`src/rtl/conv_pkg.sv`:
```
`default_nettype none
// +--------------------------------------------------------------------------+
// | Package  : conv_pkg                                                       |
// | Purpose  : Shared sizes and frame-type encoding for the conv operand path |
// | Revision : 1.0                                                            |
// +--------------------------------------------------------------------------+
package conv_pkg;

    localparam int ELEM_W      = 4;
    localparam int NUM_ELEM    = 32;
    localparam int HOLD_CYCLES = 53;
    localparam int VEC_W       = NUM_ELEM * ELEM_W;
    localparam int CNT_W       = $clog2(NUM_ELEM);
    localparam int BUSY_W      = $clog2(HOLD_CYCLES + 1);

    typedef enum logic {
        FT_IFM    = 1'b0,
        FT_WEIGHT = 1'b1
    } frame_type_e;

endpackage
`default_nettype wire

```
`src/rtl/conv_frame_collector.sv`:
```
`default_nettype none
// +--------------------------------------------------------------------------+
// | Module   : conv_frame_collector                                           |
// | Purpose  : Assembles serial elements into one frame, flags type changes   |
// | Revision : 1.0                                                            |
// +--------------------------------------------------------------------------+
module conv_frame_collector
    import conv_pkg::*;
(
    input  logic               clk,
    input  logic               rst_n,
    input  logic               beat,
    input  frame_type_e        beat_type,
    input  logic [ELEM_W-1:0]  beat_data,
    output logic               at_last,
    output logic               frame_done,
    output frame_type_e        frame_type,
    output logic [VEC_W-1:0]   frame_data,
    output logic               err
);

    localparam logic [CNT_W-1:0] c_last_idx = CNT_W'(NUM_ELEM - 1);

    logic [CNT_W-1:0]          r_cnt;
    frame_type_e               r_type;
    logic [VEC_W-ELEM_W-1:0]   r_buf;
    logic                      r_err;
    logic                      w_mismatch;
    logic [CNT_W-1:0]          w_wr_idx;

    // A type change restarts the frame with the offending beat as element 0
    assign w_mismatch = beat && (r_cnt != '0) && (beat_type != r_type);
    assign w_wr_idx   = w_mismatch ? '0 : r_cnt;

    assign at_last    = (r_cnt == c_last_idx);
    assign frame_done = beat && !w_mismatch && (r_cnt == c_last_idx);
    assign frame_type = r_type;
    assign frame_data = {beat_data, r_buf};
    assign err        = r_err;

    always_ff @(posedge clk or negedge rst_n) begin
        if (!rst_n) begin
            r_cnt  <= '0;
            r_type <= FT_IFM;
            r_buf  <= '0;
            r_err  <= 1'b0;
        end else begin
            r_err <= w_mismatch;
            if (beat) begin
                if (w_wr_idx == '0) begin
                    r_type <= beat_type;
                end
                if (w_wr_idx != c_last_idx) begin
                    r_buf[int'(w_wr_idx)*ELEM_W +: ELEM_W] <= beat_data;
                end
                r_cnt <= (w_wr_idx == c_last_idx) ? '0 : w_wr_idx + 1'b1;
            end
        end
    end

endmodule
`default_nettype wire

```
`src/rtl/conv_operand_loader.sv`:
```
`default_nettype none
// +--------------------------------------------------------------------------+
// | Module   : conv_operand_loader                                            |
// | Purpose  : Streams IFM/weight frames into the convolution engine vectors  |
// | Revision : 1.0                                                            |
// +--------------------------------------------------------------------------+
module conv_operand_loader
    import conv_pkg::*;
(
    input  logic               clk,
    input  logic               rst_n,
    input  logic               s_valid,
    output logic               s_ready,
    input  logic               s_is_weight,
    input  logic [ELEM_W-1:0]  s_data,
    output logic               in_valid,
    output logic               weight_valid,
    output logic [VEC_W-1:0]   ifm_vec,
    output logic [VEC_W-1:0]   weight_vec,
    output logic               frame_err
);

    logic               w_beat;
    logic               w_at_last;
    logic               w_frame_done;
    frame_type_e        w_frame_type;
    logic [VEC_W-1:0]   w_frame_data;
    logic               w_issue;

    logic               r_pend_full;
    frame_type_e        r_pend_type;
    logic [VEC_W-1:0]   r_pend_data;
    logic [BUSY_W-1:0]  r_busy;

    assign w_issue = r_pend_full && (r_busy == '0);
    // Only the completing beat needs the slot; it may land as the slot drains
    assign s_ready = rst_n && !(w_at_last && r_pend_full && !w_issue);
    assign w_beat  = s_valid && s_ready;

    conv_frame_collector u_collector (
        .clk        (clk),
        .rst_n      (rst_n),
        .beat       (w_beat),
        .beat_type  (frame_type_e'(s_is_weight)),
        .beat_data  (s_data),
        .at_last    (w_at_last),
        .frame_done (w_frame_done),
        .frame_type (w_frame_type),
        .frame_data (w_frame_data),
        .err        (frame_err)
    );

    always_ff @(posedge clk or negedge rst_n) begin
        if (!rst_n) begin
            r_pend_full  <= 1'b0;
            r_pend_type  <= FT_IFM;
            r_pend_data  <= '0;
            r_busy       <= '0;
            in_valid     <= 1'b0;
            weight_valid <= 1'b0;
            ifm_vec      <= '0;
            weight_vec   <= '0;
        end else begin
            in_valid     <= 1'b0;
            weight_valid <= 1'b0;

            // Weight issue leaves the timer idle; only IFM occupies the engine
            if (w_issue) begin
                if (r_pend_type == FT_IFM) begin
                    ifm_vec  <= r_pend_data;
                    in_valid <= 1'b1;
                    r_busy   <= BUSY_W'(HOLD_CYCLES);
                end else begin
                    weight_vec   <= r_pend_data;
                    weight_valid <= 1'b1;
                end
            end else if (r_busy != '0) begin
                r_busy <= r_busy - 1'b1;
            end

            if (w_frame_done) begin
                r_pend_data <= w_frame_data;
                r_pend_type <= w_frame_type;
                r_pend_full <= 1'b1;
            end else if (w_issue) begin
                r_pend_full <= 1'b0;
            end
        end
    end

endmodule
`default_nettype wire
```
`config.mk`:
```
export PLATFORM = sky130hd
export DESIGN_NAME = conv_operand_loader
export DESIGN_NICKNAME = d
export VERILOG_FILES = /design/src/rtl/conv_pkg.sv /design/src/rtl/conv_frame_collector.sv /design/src/rtl/conv_operand_loader.sv
export SDC_FILE = /design/constraint.sdc
export NUM_CORES = 1
export LEC_CHECK = 0
export CAP_MARGIN = 20
export CORE_ASPECT_RATIO = 0.75
export CORE_UTILIZATION = 54
export DETAILED_ROUTE_END_ITERATION = 8
export DONT_BUFFER_PORTS = 1
export PLACE_DENSITY = 0.69
export SLEW_MARGIN = 20
export SYNTH_ARGS = -nofsm -noshare
export SYNTH_HDL_FRONTEND = slang
export SYNTH_SLANG_ARGS = --single-unit
```
`constraint.sdc`:
```
create_clock -name clk -period 4.7 [get_ports clk]
set_clock_uncertainty 0.2 [all_clocks]
set_input_delay 0.47 -clock clk [delete_from_list [all_inputs] [get_ports clk]]
set_output_delay 0.47 -clock clk [all_outputs]
set_load 0.02 [all_outputs]
```
==> results.sh <==
export IMPL_grt_start_max_net_pins=528
export IMPL_start_util=0.5520
export IMPL_synthCells=1568
export IMPL_synth_main_ff_cell="dfrtp_1"
export IMPL_clockRootBuffer="clkbuf_16"
export IMPL_cts_hold_buf=5
export IMPL_finalCritPeriodShare=0.9144
export IMPL_die_h_um=171.2
export IMPL_area_growth_pct=11.16
export IMPL_hpwl_um=29840
export IMPL_worstSetupStartpointType="register"
export IMPL_die_area_um2=38940
export IMPL_hp_class="input pin to asynchronous set/reset pin"
export IMPL_relSlewSlack=-0.08031
export IMPL_grt_pass1_wl_um=72610
export IMPL_fmax_mhz=232.7
export IMPL_synthDistinctLibCells=50
export IMPL_vias=11908
export IMPL_yosysSeqAreaShare=0.6377
export IMPL_place_congestion=0.9038
export IMPL_fin_nets=1589
export IMPL_slew_violations=189
export IMPL_ant_nets=0
export IMPL_synth_edf_count=0
export IMPL_n_antenna_cell=0
export IMPL_path_cells="inv_1, ha_1, or4b_4, o21ai_1, o21ai_2, nand2_1, inv_1, ha_1, nand2_1, nor2_1, ha_1, a2111oi_4, buf_4, nand4_1, nor3_4, mux2_2"
export IMPL_violations="hold timing, slew limit"
export IMPL_cts_resized=0
export IMPL_synth_seq_cells=525
export IMPL_p_leak_nw=11.86
export IMPL_clock_path_buffers=3
export IMPL_ys_async_sr_fraction=1.000
export IMPL_syn_cell_area_um2=20600
export IMPL_numPortBuffers=0
export IMPL_setup_violations=0
export IMPL_vias_per_cell=5.636
export IMPL_wl_per_cell_um=22.09
export IMPL_finalSetupTns_ps=0
export IMPL_yosysTopAreaCellShare=0.6377
export IMPL_yosys_area_top_type="dfrtp_1"
export IMPL_htree_levels=2
export IMPL_crit_slowest_cell="or4b_4"
export IMPL_syn_area_per_cell_um2=13.14
export IMPL_whs_ps=-593.9
export IMPL_critPathKind="register to register"
export IMPL_drt_initial_drc_count=847
export IMPL_worst_setup_path_end_kind="register"
export IMPL_grt_use_total=0.2447
export IMPL_period_needed_ps=4298
export IMPL_crit_top_cell="ha_1"
export IMPL_cp_required_ps=4940
export IMPL_grt_antenna_before_repair=4
export IMPL_grt_pass1_vias=12039
export IMPL_vdd_drop_max_mv=0.2980
export IMPL_setup_ws_ps=402.3
export IMPL_yosysWarnings=0
export IMPL_synth_area_leaders="dfrtp_1, mux2_2, nand2_1"
export IMPL_post_cts_setup_buffers=0
export IMPL_path_buf_inv=3
export IMPL_drv_cap=0
export IMPL_arrival_ps=4540
export IMPL_cts_made_buffers=50
export IMPL_finalHoldViolCount=525
export IMPL_drc=0
export IMPL_layout_cells_most_common="dfrtp_1"
export IMPL_syn_nets=1585
export IMPL_critPathMaxFanout=8
export IMPL_rsz0062_at_grt="false"
export IMPL_clk_pin_slew_worst_paths_ps=60
export IMPL_clock_latency_ps=570
export IMPL_cts_sinks=525
export IMPL_most_common_layout_cells="dfrtp_1, nand2_1, mux2_2"
export IMPL_first_pass_iters=5
export IMPL_die_width_um=227.5
export IMPL_worst_path_largest_cell_delay_ps=480
export IMPL_outcome="finished with violations"
export IMPL_drt_total_wl_um=46670
export IMPL_num_rows=61
export IMPL_cts_tree="built"
export IMPL_io_pins=268
export IMPL_tightest_slew_ps=1620
export IMPL_grt_overflow_total=0
export IMPL_drive_above_1_share=0.3201
export IMPL_power_per_cell_area_nw_per_um2=447.6
export IMPL_pre_cts_ws_ps=432.4
export IMPL_fp_coreArea_um2=37320
export IMPL_critical_path_top_delay_family="simple AND/OR/NAND/NOR gates"
## final timing paths
| kind | slack, ps | start | to | cells past startpoint |
|---|---|---|---|---|
| worst max-delay path | 400 | r_busy[0]$_DFFE_PN0P_ | u_collector.r_buf[75]$_DFFE_PN0P_ | 16 |
| worst min-delay path | -590 | rst_n | weight_vec[72]$_DFFE_PN0P_ | 0 |
| worst max register to register | 400 | r_busy[0]$_DFFE_PN0P_ | u_collector.r_buf[75]$_DFFE_PN0P_ | 16 |
| worst min register to register | 290 | r_pend_data[79]$_DFFE_PN0P_ | ifm_vec[79]$_DFFE_PN0P_ | 2 |
| max in group asynchronous | 3590 | rst_n | weight_valid$_DFF_PN0_ | 0 |
| min in group clk | 50 | s_data[0] | r_pend_data[124]$_DFFE_PN0P_ | 2 |
## routing by layer
| metal | wire length, um | GRT usage |
|---|---|---|
| met5 | 0 | 0 |
| met4 | 1114 | 0.07353 |
| met3 | 3404 | 0.05925 |
| met2 | 20780 | 0.3649 |
| met1 | 21380 | 0.3557 |
## kinds of logic after synthesis
logic type | Yosys count | synth area share
flops | 525 | 0.6377
xor+xnor | 5 | 0.002126
buf+inv | 92 | 0.01846
compound gates | 48 | 0.01846
fa+ha+maj | 9 | 0.005466
mux | 380 | 0.2077
simple gates | 509 | 0.1101
## stage by stage
step	std cells	power [mW]	area, um^2	hold slack, ps	util
after floorplan	1568	5.771	20600	-25.59	-
after global placement	2019	6.272	21180	-7.732	0.5674
after detailed placement	2019	6.283	21190	-3.777	0.5678
after CTS	2113	10.33	22900	-609.4	0.6136
after global routing	2113	10.64	22900	-619.4	0.6136
final	2113	10.25	22900	-593.9	0.6136
## worst reg2reg max path: stages, from the launching register on
cell       delay (ps)
dfrtp_1           370
inv_1             120
ha_1              160
or4b_4            480
o21ai_1           280
o21ai_2           160
nand2_1           110
inv_1             120
ha_1              240
nand2_1            60
nor2_1             50
ha_1              270
a2111oi_4         290
buf_4             220
nand4_1           240
nor3_4            420
mux2_2            390
## cell usage after synthesis (2+ instances only)
master    count
xor2_1        2
buf_2        25
nor4b_4       2
a21oi_2       5
a21o_1        2
mux2_1       10
xnor2_1       3
buf_1         5
o21ai_0      10
nor3_2        7
nand3_1       6
nor3_4        5
and3_1        2
mux2_2      369
o21ai_1       2
nand2b_1      5
a21oi_1      13
ha_1          9
nor3_1       14
dfrtp_1     525
a211oi_1      2
or3_1         5
nor4_1        5
nor2b_1       2
clkbuf_1     47
and4_1        5
nor4b_1       4
nand4_1      15
nand2_1     409
a211oi_2      5
inv_1        14
nor2_1       16
## area by class of cell
class                           instances  area (um^2)
Clock inverter                         10        115.1
Inverter                               14        55.05
Multi-Input combinational cell        951         7132
Clock buffer                           79         1541
Fill cell                            2899        14420
Timing Repair Buffer                   30        287.8
Tap cell                              504        630.6
Sequential cell                       525        13140
## power breakdown
group | total [mW] | switching, mW | internal [mW]
Clock | 4.01 | 1.66 | 2.35
Combinational | 1.29 | 0.850 | 0.435
Sequential | 4.95 | 0.183 | 4.77
## registers in the layout, summed over array words and instances, names as in the netlist, 5 cells and up
name               count
r_busy                 6
u_collector.r_cnt      5
ifm_vec              128
weight_vec           128
r_pend_data          128
u_collector.r_buf    124
(Power assumes the default switching activity.)
